File: src/rtl/bus_pkg.sv
// Shared definitions for the packet-bus scheduler family.
//   ID_W          : width of the destination ID field in the packet header
//   BROADCAST_ID  : destination meaning "every device except the source"
//   PKT_MAX       : widest packet the header helper accepts
//   sched_state_e : scheduler FSM states
//   hdr_dst()     : extracts the destination ID from the top byte of a packet
package bus_pkg;

    localparam int ID_W = 8;
    localparam logic [ID_W-1:0] BROADCAST_ID = 8'hFF;
    localparam int PKT_MAX = 256;

    typedef enum logic [1:0] {
        IDLE    = 2'd0,
        GRANT   = 2'd1,
        DELIVER = 2'd2
    } sched_state_e;

    // The destination sits in the top ID_W bits of a pkt_w-wide packet.
    // Callers zero-extend their packet to PKT_MAX bits.
    function automatic logic [ID_W-1:0] hdr_dst(input logic [PKT_MAX-1:0] pkt,
                                               input int pkt_w);
        return pkt[pkt_w-1 -: ID_W];
    endfunction

endpackage

File: src/rtl/rr_pick.sv
// Combinational round-robin selector.
//   req  : request vector, one bit per requester
//   last : index of the most recently served requester
//   any  : at least one request is present
//   idx  : first requester found searching last+1, last+2, ... modulo N
module rr_pick #(
    parameter int N     = 4,
    parameter int IDX_W = $clog2(N)
) (
    input  logic [N-1:0]     req,
    input  logic [IDX_W-1:0] last,
    output logic             any,
    output logic [IDX_W-1:0] idx
);

    // Walk the offsets from farthest to nearest so the nearest hit after
    // 'last' is the one left standing when the loop ends.
    always_comb begin
        any = 1'b0;
        idx = '0;
        for (int k = N; k >= 1; k--) begin
            logic [IDX_W-1:0] w_cand;
            w_cand = IDX_W'((int'(last) + k) % N);
            if (req[w_cand]) begin
                any = 1'b1;
                idx = w_cand;
            end
        end
    end

endmodule

File: src/rtl/bus_rr_scheduler.sv
// Round-robin scheduler sharing one packet bus between drvrs device FIFOs.
// One packet is moved every three cycles: IDLE picks a requester, GRANT pops
// its FIFO and captures the head packet, DELIVER presents the packet with the
// push strobes for its destination(s).
//   clk, rst_n   : bus clock, asynchronous active-low reset
//   pndng        : per-FIFO non-empty flags
//   D_pop        : per-FIFO show-ahead head packet
//   pop          : one-hot pop strobe, high during GRANT
//   D_push       : captured packet, held between deliveries
//   push         : per-device push strobes qualifying D_push, high in DELIVER
//   gnt_id       : current or most recent granted FIFO
//   busy         : scheduler is in GRANT or DELIVER
//   drop_cnt     : saturating count of self-addressed / out-of-range packets
//   o_dbg_state  : current FSM state
// Handshake: a FIFO pops its head on the rising edge that ends a cycle in
// which pop[i] is high; a device accepts D_push on the rising edge that ends
// a cycle in which its push[i] is high. There is no back-pressure.
module bus_rr_scheduler
    import bus_pkg::*;
#(
    parameter int              drvrs     = 4,
    parameter int              pckg_sz   = 40,
    parameter logic [ID_W-1:0] broadcast = BROADCAST_ID,
    localparam int             IDX_W     = $clog2(drvrs)
) (
    input  logic                            clk,
    input  logic                            rst_n,
    input  logic [drvrs-1:0]                pndng,
    input  logic [drvrs-1:0][pckg_sz-1:0]   D_pop,
    output logic [drvrs-1:0]                pop,
    output logic [pckg_sz-1:0]              D_push,
    output logic [drvrs-1:0]                push,
    output logic [IDX_W-1:0]                gnt_id,
    output logic                            busy,
    output logic [15:0]                     drop_cnt,
    output sched_state_e                    o_dbg_state
);

    sched_state_e         r_state;
    logic [IDX_W-1:0]     r_last;
    logic [IDX_W-1:0]     r_gnt;
    logic [drvrs-1:0]     r_pop;
    logic [drvrs-1:0]     r_push;
    logic [pckg_sz-1:0]   r_pkt;
    logic [15:0]          r_drop;

    logic                 w_any;
    logic [IDX_W-1:0]     w_pick;
    logic [drvrs-1:0]     w_pick_oh;
    logic [drvrs-1:0]     w_push_mask;

    // Push targets for a packet coming from FIFO src. An all-zero result
    // means the packet is dropped.
    function automatic logic [drvrs-1:0] push_mask(input logic [pckg_sz-1:0] pkt,
                                                   input logic [IDX_W-1:0]   src);
        logic [ID_W-1:0]  dst;
        logic [drvrs-1:0] src_oh;
        logic [drvrs-1:0] mask;
        dst         = hdr_dst(PKT_MAX'(pkt), pckg_sz);
        src_oh      = '0;
        src_oh[src] = 1'b1;
        mask        = '0;
        if (dst == broadcast) begin
            mask = ~src_oh;
        end else if ((int'(dst) < drvrs) && (dst != ID_W'(src))) begin
            mask[dst[IDX_W-1:0]] = 1'b1;
        end
        return mask;
    endfunction

    rr_pick #(
        .N     (drvrs),
        .IDX_W (IDX_W)
    ) u_pick (
        .req  (pndng),
        .last (r_last),
        .any  (w_any),
        .idx  (w_pick)
    );

    always_comb begin
        w_pick_oh         = '0;
        w_pick_oh[w_pick] = 1'b1;
    end

    assign w_push_mask = push_mask(D_pop[r_gnt], r_gnt);

    always_ff @(posedge clk or negedge rst_n) begin
        if (!rst_n) begin
            r_state <= IDLE;
            r_last  <= IDX_W'(drvrs - 1);
            r_gnt   <= '0;
            r_pop   <= '0;
            r_push  <= '0;
            r_pkt   <= '0;
            r_drop  <= '0;
        end else begin
            case (r_state)
                IDLE: begin
                    if (w_any) begin
                        r_gnt   <= w_pick;
                        r_pop   <= w_pick_oh;
                        r_state <= GRANT;
                    end
                end
                GRANT: begin
                    r_pop <= '0;
                    if (pndng[r_gnt]) begin
                        r_pkt   <= D_pop[r_gnt];
                        r_last  <= r_gnt;
                        r_push  <= w_push_mask;
                        r_state <= DELIVER;
                    end else begin
                        // Requester vanished between pick and pop: abort
                        // without moving the round-robin pointer.
                        r_state <= IDLE;
                    end
                end
                DELIVER: begin
                    r_push <= '0;
                    // An empty push mask in DELIVER is exactly a dropped packet.
                    if ((r_push == '0) && (r_drop != 16'hFFFF)) begin
                        r_drop <= r_drop + 16'd1;
                    end
                    r_state <= IDLE;
                end
                default: r_state <= IDLE;
            endcase
        end
    end

    // The registered pop is qualified by the live pndng flag so that a FIFO
    // emptying during GRANT is never popped (the abort case).
    assign pop         = r_pop & pndng;
    assign push        = r_push;
    assign D_push      = r_pkt;
    assign gnt_id      = r_gnt;
    assign busy        = (r_state != IDLE);
    assign drop_cnt    = r_drop;
    assign o_dbg_state = r_state;

endmodule
File: config.mk
export PLATFORM = sky130hd
export DESIGN_NAME = bus_rr_scheduler
export DESIGN_NICKNAME = d
export VERILOG_FILES = /design/src/rtl/bus_pkg.sv /design/src/rtl/rr_pick.sv /design/src/rtl/bus_rr_scheduler.sv
export SDC_FILE = /design/constraint.sdc
export NUM_CORES = 1
export LEC_CHECK = 0
export CAP_MARGIN = 15
export CORE_AREA = 4 4 108 110
export DETAILED_ROUTE_END_ITERATION = 8
export DIE_AREA = 0 0 112 114
export PLACE_DENSITY = 0.8
export SYNTH_ARGS = -nofsm -noshare
export SYNTH_HDL_FRONTEND = slang
export SYNTH_SLANG_ARGS = --single-unit
File: constraint.sdc
create_clock -name clk -period 2.1 [get_ports clk]
set_input_delay 0.42 -clock clk [delete_from_list [all_inputs] [get_ports clk]]
set_output_delay 0.42 -clock clk [all_outputs]
set_load 0.05 [all_outputs]
==> Word-level counts from Yosys, hierarchy flattened <==
Cells that the tools add are included.
{ "totals": {"ff_bits": 70, "input_bits": 166, "out_inout_bits": 69, "word_cells": 82} }
{ "classes": {"n_addsub": 5, "magnitude_cmp": 11, "n_eq_ne": 7, "mux": 35, "n_bitwise": 2, "reduce_logical": 15} }
{ "ops": {"columns": ["cell", "n"], "rows": [
  ["binary-select mux 40 bit (select 2 bit)", 1],
  ["2-to-1 mux 40 bit", 1],
  ["< comparator 2 x 3 -> 1 bit (second input constant)", 7],
  ["adder 16 x 1 -> 16 bit (second input constant)", 1],
  ["2-to-1 mux 4 bit", 4],
  ["inequality test 16 bit (second input constant)", 1],
  ["one-hot mux 4 bit (2 select lines)", 2],
  ["2-to-1 mux 1 bit", 12],
  ["2-to-1 mux 2 bit", 6],
  ["binary-select mux 1 bit (select 2 bit)", 5],
  ["AND reduction 2 bit", 5],
  ["equality test 8 bit (second input constant)", 1],
  ["< comparator 8 x 3 -> 1 bit (second input constant)", 1],
  ["inequality test 8 x 2 -> 1 bit", 1],
  ["demux 1 bit (select 2 bit)", 3],
  ["greater-or-equal comparator 2 x 1 -> 1 bit (second input constant)", 3],
  ["nonzero test 2 bit", 3],
  ["logical AND 1 bit", 5],
  ["adder 2 x 1 -> 2 bit (second input constant)", 2],
  ["adder 2 bit (second input constant)", 2],
  ["AND 4 bit", 1],
  ["zero test 4 bit", 1],
  ["inverter 4 bit", 1],
  ["one-hot mux 2 bit (2 select lines)", 1],
  ["5 further kinds", 5]
]} }

==> Logic depth before layout (Yosys ltp) <==
{ "logic_depth": {"ltp_word": 13, "depth_mapped": 8, "depth_no_buf": 6} }

==> Hierarchy <==
Synthesis repeated with hierarchy kept, for this count alone.
{ "hier_totals": {"cells_unflattened": 388, "area_unflattened_um2": 4073.9} }
{ "modules_own_cells": {"columns": ["module", "n_inst", "cells_per_inst", "area_each_um2", "seq_area_each_um2"], "rows": [
  ["bus_rr_scheduler", 1, 374, 3982.6, 1754.2],
  ["rr_pick", 1, 14, 91.3, 0.0]
]} }

==> Worst setup path before layout <==
Ideal clock, no wire load.
{ "synth_path": {"path_type": "register to register", "startpoint": "register r_gnt[0], in the netlist gnt_id[0]", "endpoint": "register r_push[3], in the netlist push[3]", "t_arrival_ps": 2146, "path_slack_ps": -126, "path_stages_with_launch": 7, "path_cell_list": "dfrtp_1 -> buf_6 -> mux4_1 -> or3_4 -> nor4_4 -> nand2_1 -> o211ai_2"} }
{ "synth_between": {"elab_chain_cells": 10, "word_cells_on_any_way": 25, "cone_classes": "5 x order compare; 3 x eq/ne; 12 x mux; 1 x bitwise; 4 x reduce/logical"} }
{ "synth_lines": {"columns": ["item", "line", "rtl"], "rows": [
  ["start: declaration", "bus_rr_scheduler.sv:41", "logic [IDX_W-1:0] r_gnt;"],
  ["start signal: assignment", "bus_rr_scheduler.sv:101", "r_gnt <= w_pick;"],
  ["binary-select mux 40 bit (select 2 bit)", "bus_rr_scheduler.sv:86", "assign w_push_mask = push_mask(D_pop[r_gnt], r_gnt);"],
  ["2-to-1 mux 40 bit (not written as such)", "bus_rr_scheduler.sv:86", null],
  ["< comparator 2 x 3 -> 1 bit (not written as such) or greater-or-equal comparator 2 x 1 -> 1 bit (tied branches)", "bus_rr_scheduler.sv:66", "mask[dst[IDX_W-1:0]] = 1'b1;"],
  ["logical AND 1 bit (not written as such)", "bus_rr_scheduler.sv:66", null],
  ["2-to-1 mux 1 bit (not written as such)", "bus_rr_scheduler.sv:66", null],
  ["demux 1 bit (select 2 bit)", "bus_rr_scheduler.sv:66", null],
  ["2-to-1 mux 4 bit", "bus_rr_scheduler.sv:65", "end else if ((int'(dst) < drvrs) && (dst != ID_W'(src))) begin"],
  ["2-to-1 mux 4 bit", "bus_rr_scheduler.sv:63", "if (dst == broadcast) begin"],
  ["2-to-1 mux 4 bit", "bus_rr_scheduler.sv:108", "if (pndng[r_gnt]) begin"],
  ["one-hot mux 4 bit (2 select lines)", "bus_rr_scheduler.sv:98", "case (r_state)"],
  ["end signal: assignment", "bus_rr_scheduler.sv:111", "r_push <= w_push_mask;"],
  ["end: declaration", "bus_rr_scheduler.sv:43", "logic [drvrs-1:0] r_push;"]
]} }
Several ways; a longest one is shown, not always the timed one. The select of a mux whose other input is x is not followed.
A chain may end at the register's enable or synchronous reset.

==> Final worst setup path <==
{ "layout_path": {"startpoint": "register r_gnt[0], in the netlist gnt_id[0]", "endpoint": "register r_push[1], in the netlist push[1]"} }
The elaborated chain is that of the path after synthesis.

==> impl_results.md <==
- Number of buffers created by CTS: 9
- First-pass GRT wire length: roughly 22 mm
- Hold WC Path Type: reg -> reg
- Core box area: 10,700 sq um
- Mapped Nets: 553
- Clock tree buffer depth: 2
- Crit-path slowest cell: mux4_2
- Req. time, crit path: 2.35 ns
- Largest net degree at the start of global routing: 45
- CP startpoint: gnt_id[0]$_DFFE_PN0P_
- Initial antenna violation count: 0
- P_leak: 3.01 nW
- CTS tree: built
- Peak supply drop: 0.791 mV
- Post-synth EDFFs: 0
- Layout area overhead: 71.5%
- Period minus WS final: 2.08 ns
- Antenna-violating nets left: 0
- Async SR Flop Fraction: 100%
- Crit. End Element: flop
- H-Tree Level Count: 3
- Reg clk slew, reported paths: roughly 0.070 ns
- Via count: just under 4,000
- GR Util All Layers: 21.6%
- Global route overflow: 0
- CP peak stage delay: between 0.5 and 0.6 ns
- Crit path DAT: 2.33 ns
- Synth unique cells: 49
- Antenna cells: 0
- Vias in the first global route: 4,273
- Dominant cells by area after synthesis: dfrtp_1, mux4_2, nand2_1, xnor2_1, nand3_1
- CP Cell Sequence: mux4_2 > or3_4 > nor4_4 > nand4b_1 > o211ai_1
- Mapped Cells: 386
- Crit share post-route: 98.8%
- Most frequent cell after synthesis: nand2_1
- Largest area contributor in the netlist: dfrtp_1
- Die span in x: 112 um
- Top cell type's share of synthesized area: about two fifths
- Pre-CTS setup slack: -0.266 ns
- Io pins: 235
- Crit Path Category: reg -> reg
- Nets@finish: 808
- DIE AREA: roughly 13,000 sq um
- Status: completed
- Top FF cell, synth: dfrtp_1
- CTS root buf: clkbuf_8
- Final TNS setup: 0 ns
- Hold Startpoint: D_push[4]$_DFFE_PN0P_
- Final total power: between 9 and 10 mW
- FF-to-FF Start: gnt_id[0]$_DFFE_PN0P_
- Seq/Total Area, Yosys: between 40% and 50%
- Wirelength per Cell: about 18 um
- Number of clock sinks: 70
- Die height: around 110 um
- Ys Warns: 0
- Placed cells: 766
- R2r worst-path depth: 5
- Final Cell Area: 7080 sq um
- Worst skew pair latency: 0.35 ns
- Most frequent cells after synthesis: nand2_1, dfrtp_1, mux4_2
- CP Max Fanout: 8
- Clk_skew: 0.0106 ns
- Worst Tran Pin Value: 0.549 ns
- Min Hold Slack: around 0.47 ns
- Slew Limit Headroom: approximately 63%
- Core Util, Final: between 60% and 70%
- DRC violations left: 0
- Hold path depth: 2
- Total Wirelength: 14.1 mm
- Max Clk Rate: 0.482 GHz
- Row count: 38
- Max Cap Violations: 0
- Starting Density: about two fifths
- CP Launch Type: flop
- Routability Congestion: 0.817
- PwrDens: around 1400 nW/um^2
- Synth Register Bits: 70
- First-pass DRT Iterations: 4
- Ratio of cells with drive above 1 in the final layout: 19.2%
- Final non-filler cell total: 786
- DPL Wire Length: 11.6 mm
- Port buffer count: 234
- Drt via density: 5.02
- Final hold viol count: 0
- DP Area: 6800 sq um
- Syn Std Cell Area: 4130 sq um
- DR iter-0 viols: 257
- # setup viols final: 0
- Synthesized area per cell: 10.7 sq um
- RSZ-0062 raised after global routing: yes
- Setup ws final: 0.0242 ns
- Slew Limit Fails: 0
-- worst max-delay path: cells and delay by family (launching register included) --
kind               cells  cell delay [ns]
AOI/OAI and AO/OA      1             0.12
DFF                    1             0.51
muxes                  1             0.54
and+or+nand+nor        3             0.83
-- report_power, final --
group          switching [mW]  leakage, nW  internal, mW
Clock                   0.516       0.0976         0.611
Sequential              0.397        0.887          1.90
Combinational            3.68         2.03          2.66
Total                    4.59         3.01          5.17
-- worst paths after layout --
path | endpoint | slack, ns
min in group asynchronous | D_push[24]$_DFFE_PN0P_ | 0.52
worst min register to register | D_push[4]$_DFFE_PN0P_ | 0.47
worst max register to register | push[1]$_DFFE_PN0P_ | 0.02
max in group asynchronous | r_last[1]$_DFFE_PN1P_ | 0.96
worst max-delay path | push[1]$_DFFE_PN0P_ | 0.02
worst min-delay path | D_push[4]$_DFFE_PN0P_ | 0.47
-- area by class of cell --
class | count | area [sq um]
Clock buffer | 11 | 151
Timing Repair Buffer | 265 | 2670
Inverter | 6 | 22.5
Fill cell | 882 | 3620
Tap cell | 140 | 175
Multi-Input combinational cell | 289 | 2240
Sequential cell | 70 | 1760
Clock inverter | 5 | 57.6
-- timing repair --
item,in CTS,in global routing
cloned,0,0
buffers inserted,2,1
pin swaps,0,2
endpoints found under the hold margin,26,0
hold buffers,1,0
gates resized for setup,3,7
setup endpoints to repair,5,11
-- placed cells by master (no fill, tap or decap), types with 2 or more instances in the layout --
master | synthesis | final
nor4_4 | 2 | 2
and2_1 | 4 | 4
nand4b_1 | 2 | 2
mux4_2 | 38 | 39
dlygate4sd2_1 | 0 | 2
o211ai_1 | 3 | 3
inv_1 | 5 | 5
nor4_1 | 5 | 3
clkdlybuf4s50_1 | 0 | 219
xor2_1 | 4 | 4
dfstp_2 | 2 | 2
xnor2_1 | 10 | 10
dfrtp_2 | 0 | 4
nor2b_1 | 3 | 3
nor2_1 | 11 | 11
clkbuf_8 | 1 | 11
nand4_1 | 5 | 5
nor4_2 | 0 | 2
or2_2 | 4 | 3
buf_4 | 1 | 31
nand2_1 | 145 | 145
buf_12 | 0 | 9
clkinvlp_4 | 0 | 3
nand2b_1 | 5 | 5
o21ai_0 | 2 | 2
mux2_2 | 4 | 4
dlymetal6s2s_1 | 0 | 3
nand3_1 | 11 | 11
a21oi_1 | 7 | 7
dfrtp_1 | 68 | 63
-- per-layer routing --
metal	vias up	track usage, %	wire (um)
met5	-	0	0
met2	155	40.3	7670
li1	1866	-	-
met3	21	5.36	950
met4	0	6.49	259
met1	1907	24.5	5230
-- cells by family after synthesis --
| kind of cell | synth area share, % |
|---|---|
| compound gates | 3.73 |
| xor+xnor | 2.97 |
| fa+ha+maj | 0.303 |
| buf+inv | 3.73 |
| flops | 42.5 |
| mux | 23.3 |
| simple gates | 23.5 |
-- state kept, by name (all words and copies together) (netlist names) --
signal	count
gnt_id	2
push	4
r_pop	4
r_last	2
drop_cnt	16
o_dbg_state	2
D_push	40
Power figures use the tool's default switching activity.
